**config.mk**
```make
export PLATFORM = sky130hd
export DESIGN_NAME = pipe_stage_reg
export DESIGN_NICKNAME = d
export VERILOG_FILES = /design/src/rtl/pipe_pkg.sv /design/src/rtl/pipe_entry.sv /design/src/rtl/pipe_stage_reg.sv
export SDC_FILE = /design/constraint.sdc
export NUM_CORES = 1
export LEC_CHECK = 0
export BUFFER_PORTS_ARGS = -buffer_cell sky130_fd_sc_hd__buf_4
export CAP_MARGIN = 20
export CORE_MARGIN = 5
export CORE_UTILIZATION = 60
export CTS_CLUSTER_DIAMETER = 100
export CTS_CLUSTER_SIZE = 10
export DETAILED_ROUTE_END_ITERATION = 8
export HOLD_SLACK_MARGIN = 0.1
export PLACE_DENSITY = 0.95
export REMOVE_ABC_BUFFERS = 1
export SKIP_CTS_REPAIR_TIMING = 1
export SYNTH_ARGS = -nofsm -noshare
export SYNTH_HDL_FRONTEND = slang
export SYNTH_HIERARCHICAL = 1
export SYNTH_SLANG_ARGS = --single-unit
```
**constraint.sdc**
```tcl
create_clock -name i_clk -period 5.4 [get_ports i_clk]
set_clock_uncertainty 0.1 [all_clocks]
set_input_delay 0.27 -clock i_clk [delete_from_list [all_inputs] [get_ports i_clk]]
set_output_delay 0.27 -clock i_clk [all_outputs]
set_load 0.05 [all_outputs]
```
**src/rtl/pipe_pkg.sv**
```systemverilog
// pipe_pkg: shared types and constants for the inter-stage pipeline register.
//   state_e       - occupancy state of the two-entry stage (EMPTY/ONE/FULL)
//   BUBBLE_CNT_W  - width of the downstream bubble counter
//   CTRL_NOP_DEF  - default all-zero control word for an empty stage
//   sat_inc()     - saturating increment for the bubble counter
package pipe_pkg;

  typedef enum logic [1:0] {
    ST_EMPTY = 2'd0,
    ST_ONE   = 2'd1,
    ST_FULL  = 2'd2
  } state_e;

  localparam int BUBBLE_CNT_W = 16;
  localparam int NCTRL_DEF    = 16;
  localparam logic [NCTRL_DEF-1:0] CTRL_NOP_DEF = '0;

  function automatic logic [BUBBLE_CNT_W-1:0] sat_inc(input logic [BUBBLE_CNT_W-1:0] v);
    return (&v) ? v : v + 1'b1;
  endfunction

endpackage

```
**src/rtl/pipe_entry.sv**
```systemverilog
// pipe_entry: one storage slot (valid + ctrl + data) of a pipeline stage.
//   i_clk, i_rst  - clock, synchronous active-high reset (clears all fields)
//   i_clr         - synchronous clear of valid only; ctrl/data are kept
//   i_load        - capture i_valid/i_ctrl/i_data (i_clr wins if both set)
//   o_valid, o_ctrl, o_data - registered slot contents
module pipe_entry #(
  parameter int NCTRL = 16,
  parameter int NBITS = 32
) (
  input  logic             i_clk,
  input  logic             i_rst,
  input  logic             i_clr,
  input  logic             i_load,
  input  logic             i_valid,
  input  logic [NCTRL-1:0] i_ctrl,
  input  logic [NBITS-1:0] i_data,
  output logic             o_valid,
  output logic [NCTRL-1:0] o_ctrl,
  output logic [NBITS-1:0] o_data
);

  logic             valid_q, valid_d;
  logic [NCTRL-1:0] ctrl_q, ctrl_d;
  logic [NBITS-1:0] data_q, data_d;

  always_comb begin
    valid_d = valid_q;
    ctrl_d  = ctrl_q;
    data_d  = data_q;
    if (i_clr) begin
      valid_d = 1'b0;
    end else if (i_load) begin
      valid_d = i_valid;
      ctrl_d  = i_ctrl;
      data_d  = i_data;
    end
  end

  always_ff @(posedge i_clk) begin
    if (i_rst) begin
      valid_q <= 1'b0;
      ctrl_q  <= '0;
      data_q  <= '0;
    end else begin
      valid_q <= valid_d;
      ctrl_q  <= ctrl_d;
      data_q  <= data_d;
    end
  end

  assign o_valid = valid_q;
  assign o_ctrl  = ctrl_q;
  assign o_data  = data_q;

endmodule

```
**src/rtl/pipe_stage_reg.sv**
```systemverilog
// pipe_stage_reg: generic valid/ready pipeline register with a 2-entry skid
// buffer, hazard stall/flush and NOP injection on the control word.
//   i_clk, i_rst        - clock, synchronous active-high reset
//   i_valid/o_ready     - upstream handshake (o_ready is a flop output)
//   i_ctrl, i_data      - upstream control and data words
//   i_stall             - freeze output (no take); input still accepted
//   i_flush             - drop everything held and incoming
//   o_valid/i_ready     - downstream handshake
//   o_ctrl, o_data      - head instruction; o_ctrl is CTRL_NOP when invalid
//   o_bubble_cnt        - saturating count of bubbles issued downstream
module pipe_stage_reg
  import pipe_pkg::*;
#(
  parameter int               NBITS    = 32,
  parameter int               NCTRL    = 16,
  parameter logic [NCTRL-1:0] CTRL_NOP = {NCTRL{1'b0}}
) (
  input  logic                    i_clk,
  input  logic                    i_rst,
  input  logic                    i_valid,
  output logic                    o_ready,
  input  logic [NCTRL-1:0]        i_ctrl,
  input  logic [NBITS-1:0]        i_data,
  input  logic                    i_stall,
  input  logic                    i_flush,
  output logic                    o_valid,
  input  logic                    i_ready,
  output logic [NCTRL-1:0]        o_ctrl,
  output logic [NBITS-1:0]        o_data,
  output logic [BUBBLE_CNT_W-1:0] o_bubble_cnt
);

  state_e                  state_q, state_d;
  logic                    ready_q, ready_d;
  logic [BUBBLE_CNT_W-1:0] cnt_q, cnt_d;

  logic             main_vld, skid_vld;
  logic [NCTRL-1:0] main_ctrl, skid_ctrl;
  logic [NBITS-1:0] main_data, skid_data;

  logic             main_load, main_clr, main_from_skid;
  logic             skid_load, skid_clr;
  logic             accept, take;

  // Main is refilled either from the upstream port or, when draining FULL,
  // from the skid slot so that the older instruction always leaves first.
  logic             main_in_vld;
  logic [NCTRL-1:0] main_in_ctrl;
  logic [NBITS-1:0] main_in_data;

  assign accept = i_valid & ready_q & ~i_flush;
  assign take   = main_vld & i_ready & ~i_stall;

  always_comb begin
    state_d        = state_q;
    main_load      = 1'b0;
    main_clr       = 1'b0;
    main_from_skid = 1'b0;
    skid_load      = 1'b0;
    skid_clr       = 1'b0;
    if (i_flush) begin
      // A take in this cycle still completes downstream; only storage drops.
      state_d  = ST_EMPTY;
      main_clr = 1'b1;
      skid_clr = 1'b1;
    end else begin
      case (state_q)
        ST_EMPTY: begin
          if (accept) begin
            main_load = 1'b1;
            state_d   = ST_ONE;
          end
        end
        ST_ONE: begin
          if (accept && take) begin
            main_load = 1'b1;
          end else if (accept) begin
            skid_load = 1'b1;
            state_d   = ST_FULL;
          end else if (take) begin
            main_clr = 1'b1;
            state_d  = ST_EMPTY;
          end
        end
        ST_FULL: begin
          if (take) begin
            main_load      = 1'b1;
            main_from_skid = 1'b1;
            skid_clr       = 1'b1;
            state_d        = ST_ONE;
          end
        end
        default: state_d = ST_EMPTY;
      endcase
    end
  end

  always_comb begin
    main_in_vld  = main_from_skid ? skid_vld  : 1'b1;
    main_in_ctrl = main_from_skid ? skid_ctrl : i_ctrl;
    main_in_data = main_from_skid ? skid_data : i_data;
  end

  // Registered ready: low exactly while the skid slot is occupied.
  always_comb begin
    ready_d = (state_d != ST_FULL);
    cnt_d   = cnt_q;
    if (i_ready && !i_stall && !main_vld) cnt_d = sat_inc(cnt_q);
  end

  always_ff @(posedge i_clk) begin
    if (i_rst) begin
      state_q <= ST_EMPTY;
      ready_q <= 1'b1;
      cnt_q   <= '0;
    end else begin
      state_q <= state_d;
      ready_q <= ready_d;
      cnt_q   <= cnt_d;
    end
  end

  pipe_entry #(.NCTRL(NCTRL), .NBITS(NBITS)) u_main (
    .i_clk   (i_clk),
    .i_rst   (i_rst),
    .i_clr   (main_clr),
    .i_load  (main_load),
    .i_valid (main_in_vld),
    .i_ctrl  (main_in_ctrl),
    .i_data  (main_in_data),
    .o_valid (main_vld),
    .o_ctrl  (main_ctrl),
    .o_data  (main_data)
  );

  pipe_entry #(.NCTRL(NCTRL), .NBITS(NBITS)) u_skid (
    .i_clk   (i_clk),
    .i_rst   (i_rst),
    .i_clr   (skid_clr),
    .i_load  (skid_load),
    .i_valid (1'b1),
    .i_ctrl  (i_ctrl),
    .i_data  (i_data),
    .o_valid (skid_vld),
    .o_ctrl  (skid_ctrl),
    .o_data  (skid_data)
  );

  assign o_valid      = main_vld;
  assign o_ready      = ready_q;
  assign o_ctrl       = main_vld ? main_ctrl : CTRL_NOP;
  assign o_data       = main_data;
  assign o_bubble_cnt = cnt_q;

endmodule

```
[Word-level counts from Yosys, hierarchy flattened]
Cells that the tools add are included.
Storage, ports and cells
  flip-flop bits (word level): 117
  input port bits: 54
  logic and storage cells: 60
Cells by class
  add/subtract/negate cells: 1
  equal/unequal tests: 3
  muxes and demuxes: 26
  bitwise logic cells: 9
  reductions and logical operators: 12
Operators by type and width (count)
  two-way mux 16 bit: 2
  two-way mux 32 bit: 1
  adder 16 x 1 -> 16 bit, second input constant: 1
  AND reduction 16 bit: 1
  two-way mux 1 bit: 15
  two-way mux 2 bit: 6
  case mux 2 bit (3 select lines): 1
  AND reduction 2 bit: 3
  NOT 1 bit: 5
  bitwise AND 1 bit: 4
  OR reduction 2 bit: 2
  logical AND 1 bit: 3
  case mux 1 bit (3 select lines): 1
  == test 2 x 1 -> 1 bit, second input constant: 1
  == test 2 bit, second input constant: 1
  zero test 1 bit: 2
  zero test 2 bit: 1
  != test 2 bit, second input constant: 1

[Longest topological paths before layout]
Gate-level depths: netlist of the first run.
  depth in word-level cells: 9
  mapped depth: 9
  gate-level depth less buffers: 6

[By module]
Netlist of the first run, hierarchy kept.
Modules (own cells, without submodules)
  pipe_entry: instances 2, cells an instance 221, area an instance 2215.9 um^2, sequential area each 980.9 um^2
  pipe_stage_reg: instances 1, cells an instance 197, area an instance 1730.4 um^2, sequential area each 380.4 um^2

[Worst setup path after synthesis of the first run]
OpenSTA, ideal clock, no wires.
  path type: register to register
  start point: register u_main.valid_q (netlist: u_main/o_valid)
  end point: register u_main.data_q[21] (netlist: u_main/o_data[21])
  setup time: 0.119 ns
  data arrival time: 2.141 ns
  required time: 5.181 ns
  setup slack: 3.040 ns
  cell stages (with the launch flop): 10
  clock period less this slack: 2.360 ns
  cell sequence: dfxtp_1 > buf_6 > and3b_2 > nand2_1 > nor2_1 > buf_4 > buf_2 > mux2_2 > nand4bb_1 > o21ai_1
Between the ends
  elaborated cells between the ends (all ways): 16
  classes of those cells: mux: 11; bitwise: 3; reduce/logical: 2
RTL lines
  start, declared: line pipe_entry.sv:22  | logic valid_q, valid_d;
  start signal, assigned: line pipe_entry.sv:45  | valid_q <= valid_d;
  bitwise AND 1 bit (2 in a row): line pipe_stage_reg.sv:52  | assign take = main_vld & i_ready & ~i_stall;
  two-way mux 1 bit: line pipe_stage_reg.sv:86  | if (take) begin
  two-way mux 1 bit: line pipe_stage_reg.sv:67  | case (state_q)
  two-way mux 1 bit: line pipe_stage_reg.sv:61  | if (i_flush) begin
  two-way mux 32 bit: line pipe_stage_reg.sv:101  | main_in_data = main_from_skid ? skid_data : i_data;
  named net main_in_data[21]: line pipe_stage_reg.sv:49  | logic [NBITS-1:0] main_in_data;
  end signal, assigned: line pipe_entry.sv:47  | data_q <= data_d;
  end, declared: line pipe_entry.sv:24  | logic [NBITS-1:0] data_q, data_d;
The timed path passes the listed nets, and every way through them passes these cells.
A chain may end at the register's enable or synchronous reset.

[Worst setup path after layout of the first run]
  start point: register u_main.valid_q (netlist: u_main/o_valid)
  end point: register u_main.data_q[15] (netlist: u_main/o_data[15])
The elaborated chain is that of the path after synthesis.

==> results of run 1 <==
-- cells by family after synthesis --
| family | count (synthesis) | share of synthesized area, % |
|---|---|---|
| and+or+nand+nor | 273 | 35.5 |
| AOI/OAI and AO/OA | 129 | 11.3 |
| muxes | 52 | 9.44 |
| DFF | 117 | 38.0 |
| other | 1 | 0.0609 |
| adders and majority gates | 1 | 0.203 |
| buffers and inverters | 66 | 5.48 |
-- registers in the layout, summed over array words and instances, names as in the netlist --
signal / cells
u_skid/o_data: 32
u_main/o_valid: 1
u_skid/o_valid: 1
o_bubble_cnt: 16
u_main/o_ctrl: 16
o_ready: 1
u_main/o_data: 32
u_skid/o_ctrl: 16
state_q: 2
-- layer usage --
metal	share of wire [%]	track usage (%)	vias to the layer above
met5	0	0	-
met2	49	46.6	380
li1	-	-	2600
met1	38	31.9	2825
met4	4.4	9.81	0
met3	8.4	6.68	97
-- power groups by stage --
stage | sequential (mW) | clock, mW | combinational [mW]
after CTS | 0.893 | 1.02 | 0.215
after global placement | 0.909 | 0 | 0.206
after detailed placement | 0.910 | 0 | 0.212
after floorplan | 0.940 | 0 | 0.0886
final | 0.894 | 1.03 | 0.256
after global routing | 0.895 | 1.08 | 0.268
-- worst max-delay path: stages (launching register included) --
cell and delay, ns:
dfxtp_1 0.77, and3b_2 0.37, nand2_1 0.21, nor2_4 0.43, buf_4 0.52, mux2_2 0.41
nand4bb_1 0.12, o21ai_1 0.12
-- worst paths after layout --
path	startpoint	to	slack, ns	cells after the start
max	u_main/o_valid$_SDFFE_PP0P_	u_main/o_data[15]$_SDFFE_PP0P_	2.22	7
min	i_ready	state_q[1]$_SDFF_PP0_	0.12	3
max reg2reg	u_main/o_valid$_SDFFE_PP0P_	u_main/o_data[15]$_SDFFE_PP0P_	2.22	7
min reg2reg	u_main/o_ctrl[3]$_SDFFE_PP0P_	u_main/o_ctrl[3]$_SDFFE_PP0P_	0.36	2
-- final cells by class --
cell class / count / share of cell area (%)
clock buffer: 21 / 5.57
clock inverter: 10 / 1.02
inverter: 6 / 0.280
multi-input combinational: 456 / 43.7
sequential: 117 / 29.1
tap: 136 / 2.11
timing repair buffer: 176 / 18.3
-- layout by cell type, fill, tap and decap left out, drive strengths merged, types with 2 or more instances in the layout --
cell | synthesis | routed
o21ai | 104 | 104
clkinvlp | 0 | 3
a211oi | 2 | 2
nand2 | 12 | 12
nor2b | 5 | 5
mux2 | 49 | 49
nand3 | 6 | 6
nand2b | 98 | 98
o31ai | 3 | 3
a21oi | 10 | 10
nor2 | 7 | 7
nor3 | 5 | 5
buf | 33 | 126
inv | 6 | 6
o311ai | 2 | 2
or3 | 5 | 5
or4 | 5 | 5
mux2i | 3 | 3
nand4bb | 96 | 96
and3 | 2 | 2
dlygate4sd3 | 0 | 50
nand4 | 5 | 5
and2 | 17 | 17
dfxtp | 117 | 117
clkbuf | 27 | 21
o41ai | 2 | 2
clkinv | 0 | 6
nor4 | 6 | 6
-- stage by stage --
stage / total power [mW] / hold WS, ns
6_report: 2.18 / 0.121
5_1_grt: 2.24 / 0.123
4_1_cts: 2.13 / -0.0782
3_5_place_dp: 1.12 / 0.355
3_3_place_gp: 1.12 / 0.347
2_1_floorplan: 1.03 / 0.239
==> impl_metrics.toml, run 1 <==
[outcome]
status = "finished, final reports clean"

[cells_and_area]
multiInputGateArea_sq_um = 3520
register_area_sq_um = 2340
finalNetCount = 829
drive_gt1_share_pct = 28.0
n_antenna_cell = 0
stdcell_area_sq_um = 8060
instances_no_fill = 922
synthToLayoutAreaGrowth_pct = 30.8
fin_util_pct = 79.1
fillers = 588

[worst_setup_path]
cp_max_fo = 35
cp-end-kind = "register"
crit_arrival_ns = 3.47
startpoint_type = "register"
crit_type = "reg2reg"
critical_path_required_ns = 5.69

[power]
power.share.clock_pct = 47.3
p_leak_nw = 2.96
power_density_nw_per_um2 = 271
netSwitchingPower_mw = 0.553
seqPwrFrac_pct = 40.9
power.internal_mw = 1.63
ir_worst_vdd_mv = 0.171
pwr-share-comb_pct = 11.7
switching_share_pct = 25.3

[clock_tree]
clk_pin_slew_worst_paths_ns = 0.06
clockBufferDepth = 2
cts_buffers = 17
htree_levels = 4
cts.sinks = 117
clk_latency_ns = 0.52
cts_root_buf = "clkbuf_8"
cts_tree = "yes"

[placed_design]
dp_hpwl_microns = 9790
dp.cells = 839
post-place-ws_ns = 2.17
port-buffer-count = 119
gp_congestion = 0.840
place_area_sq_um = 6990

[job]
cap_viol_max_count = 0

[drt]
routed_wirelength_microns = 19900
postRouteAntennaNets = 0
drc = 0
wl_per_cell_microns = 21.6
drt-initial-drc-count = 820
viasPerCell = 6.40
num_vias = 5902
drtPass1Iterations = 5

[sta]
fin_crit_sh_pct = 58.9
hold_viol_final = 0
relSlewSlack_pct = 33.8
post-route-min-period_ns = 3.18
layout_setup_ws_ns = 2.22
tns_ns = 0
max_freq_ghz = 0.314
worst_slew_pin_slew_ns = 0.993
drv_slew = 0
rsz0062_at_grt = "false"
finalSetupViolations = 0

[synthesis]
yosys_warnings = 6
synth_edf_count = 0
synth_seq_cells = 117
seq_area_frac_synth_pct = 38.0
ys_async_sr_fraction_pct = 0
synth_cells = 639
synth_top_area_cell = "dfxtp_1"
synth_flop_cell = "dfxtp_1"
ys_types = 45
syn_area_sq_um = 6160
synth_top_area_share_pct = 38.0
syn_area_per_cell_sq_um = 9.64
ys_top_cells_by_area = "dfxtp_1, nand4bb_1, nand2b_1, mux2_2, o21ai_1"
synth_common_cells = "dfxtp_1, nand2b_1, nand4bb_1, o21ai_1, mux2_2"
yosysMostFrequentCell = "dfxtp_1"

[floorplan]
die_x_microns = 111
core_sq_um = 10200
initial_core_util_pct = 60.5
rows = 37
dieArea_sq_um = 12400
chipHeight_microns = 111
ioPinCount = 120

[grt]
grt_pass1_wl_microns = 27400
track_usage_pct = 26.7
grt_pass1_vias = 5386
antenna_found_initial = 0
grt_max_degree = 113
grt.overflow.total = 0

[worst_hold_path]
hold_path.class = "in2reg"
No activity file was read; power rests on OpenSTA's default activity.
==> inputs of run 2 (changes only) <==
- CORE_UTILIZATION: 60 -> 56
- PLACE_DENSITY: 0.95 -> 0.91
- clock period: 5.4 -> 3.05 ns (I/O delays scaled with it)
==> run 2 against run 1 <==
  * Highest routed layer unchanged
  * Register-to-register slack lost 1.6 ns
  * Critical path type unchanged
  * Largest cell class unchanged
  * Die area rose by 6.5%
  * Power up 92%
  * Utilization fell by 3.0 points
  * Wire length is 9.1% lower
  * Final cell count grew 1.3%
  * First-iteration DRC count shrank 42%
  * Sequential power increased by 77%
  * Sequential cell count unchanged
==> impl_metrics.toml, run 2 (synthesis gave the netlist of run 1 again) <==
[outcome]
status = "finished, final reports clean"

[worst_setup_path]
cp-end-kind = "register"
crit_arrival_ns = 2.69
slowest_delay_ns = 0.45
ff2ff_setup_slack_ns = 0.65
cp_num_cells = 7
reg2reg_from = "u_main/o_valid$_SDFFE_PP0P_"
reg2reg_depth = 7
critPathTopFamily = "simple AND/OR/NAND/NOR gates"
startpoint_type = "register"
crit_chain = "buf_4, nand3b_1, nand2_1, nor4_2, nor2b_4, buf_4, o21ai_1"
worstReg2RegEnd = "u_skid/o_data[18]$_SDFFE_PP0P_"
crit_top_cell = "buf_4"
critical_path_required_ns = 3.34
crit_type = "reg2reg"
path_buf_inv = 2
cp_max_fo = 34
cp_slowest_cell = "nor2b_4"

[drt]
num_vias = 5695
postRouteAntennaNets = 0
drtPass1Iterations = 5
wl_per_cell_microns = 19.4
drt-initial-drc-count = 476
drc = 0
routed_wirelength_microns = 18100
viasPerCell = 6.10

[placed_design]
place_area_sq_um = 7050
port-buffer-count = 119
dp_hpwl_microns = 10200
gp_congestion = 0.807
post-place-ws_ns = 0.780

[job]
cap_viol_max_count = 0

[sta]
worst_slew_pin_slew_ns = 0.735
layout_setup_ws_ns = 0.649
hold_viol_final = 0
rsz0062_at_grt = "false"
drv_slew = 0
relSlewSlack_pct = 51.0
max_freq_ghz = 0.417
post-route-min-period_ns = 2.40
fin_hold_ws_ns = 0.0781
finalSetupViolations = 0
fin_crit_sh_pct = 78.7

[clock_tree]
clockBufferDepth = 2
cts_root_buf = "clkbuf_8"
cts_tree = "yes"
clk_latency_ns = 0.53
clk_pin_slew_worst_paths_ns = 0.06
htree_levels = 4
cts.sinks = 117
cts_buffers = 17

[floorplan]
chipHeight_microns = 115
initial_core_util_pct = 57.1
core_sq_um = 10800
die_x_microns = 115
rows = 38
dieArea_sq_um = 13200
ioPinCount = 120

[cells_and_area]
fillers = 640
multiInputGateArea_sq_um = 3520
n_antenna_cell = 0
final_common_cell = "buf_4"
register_area_sq_um = 2340
fin_util_pct = 76.1
synthToLayoutAreaGrowth_pct = 33.4
stdcell_area_sq_um = 8220
layout_common_cells = "buf_4, dfxtp_1, nand2b_1"
drive_gt1_share_pct = 28.2
finalNetCount = 836

[power]
power_density_nw_per_um2 = 511
finalPower_mw = 4.20
p_leak_nw = 3.05
ir_worst_vdd_mv = 0.510

[grt]
grt_pass1_vias = 5456
antenna_found_initial = 0
track_usage_pct = 25.2
grt_pass1_wl_microns = 26800
grt.overflow.total = 0
grt_max_degree = 94

[worst_hold_path]
min_to = "o_bubble_cnt[14]$_SDFFE_PP0P_"
hold_path.class = "in2reg"
hp-start = "i_rst"
holdPathStages = 2
[run 2: per-layer routing]
| metal | vias to the layer above | global-route usage (%) | share of wire, % |
|---|---|---|---|
| met5 | - | 0 | 0 |
| met4 | 0 | 11.5 | 3.3 |
| met3 | 57 | 7.05 | 6.6 |
| met2 | 265 | 41.1 | 50 |
| met1 | 2745 | 30.8 | 41 |
| li1 | 2628 | - | - |
[run 2: area by class of cell]
cell class | instances | share of cell area, %
Multi-Input combinational cell | 456 | 42.8
Sequential cell | 117 | 28.5
Timing Repair Buffer | 183 | 18.5
Clock buffer | 23 | 5.68
Tap cell | 140 | 2.13
Clock inverter | 9 | 2.10
Inverter | 6 | 0.274
[run 2: where the power goes]
part           switching [mW]  internal [mW]  leakage [nW]  total, mW
Combinational           0.226          0.223          1.79      0.449
Sequential             0.0196           1.56         0.946       1.58
Clock                   0.701           1.47         0.312       2.17
[run 2: through the flow]
step	std cells	setup TNS, ns
after floorplan	579	-227.68
after global placement	849	0
after detailed placement	849	0
after CTS	881	0
after global routing	934	0
final	934	0
[run 2: how the worst max path moves through the flow]
stage	slack, ns	end	startpoint
detailed placement	0.78	u_main/o_data[23]$_SDFFE_PP0P_	u_main/o_valid$_SDFFE_PP0P_
floorplan	-3.05	u_skid/o_ctrl[0]$_SDFFE_PP0P_	o_ready$_SDFF_PP1_
global placement	0.93	u_main/o_data[2]$_SDFFE_PP0P_	u_main/o_valid$_SDFFE_PP0P_
global route	0.52	u_main/o_valid$_SDFFE_PP0P_	u_main/o_valid$_SDFFE_PP0P_
CTS	0.75	u_main/o_data[23]$_SDFFE_PP0P_	u_main/o_valid$_SDFFE_PP0P_
finish	0.65	u_skid/o_data[18]$_SDFFE_PP0P_	u_main/o_valid$_SDFFE_PP0P_
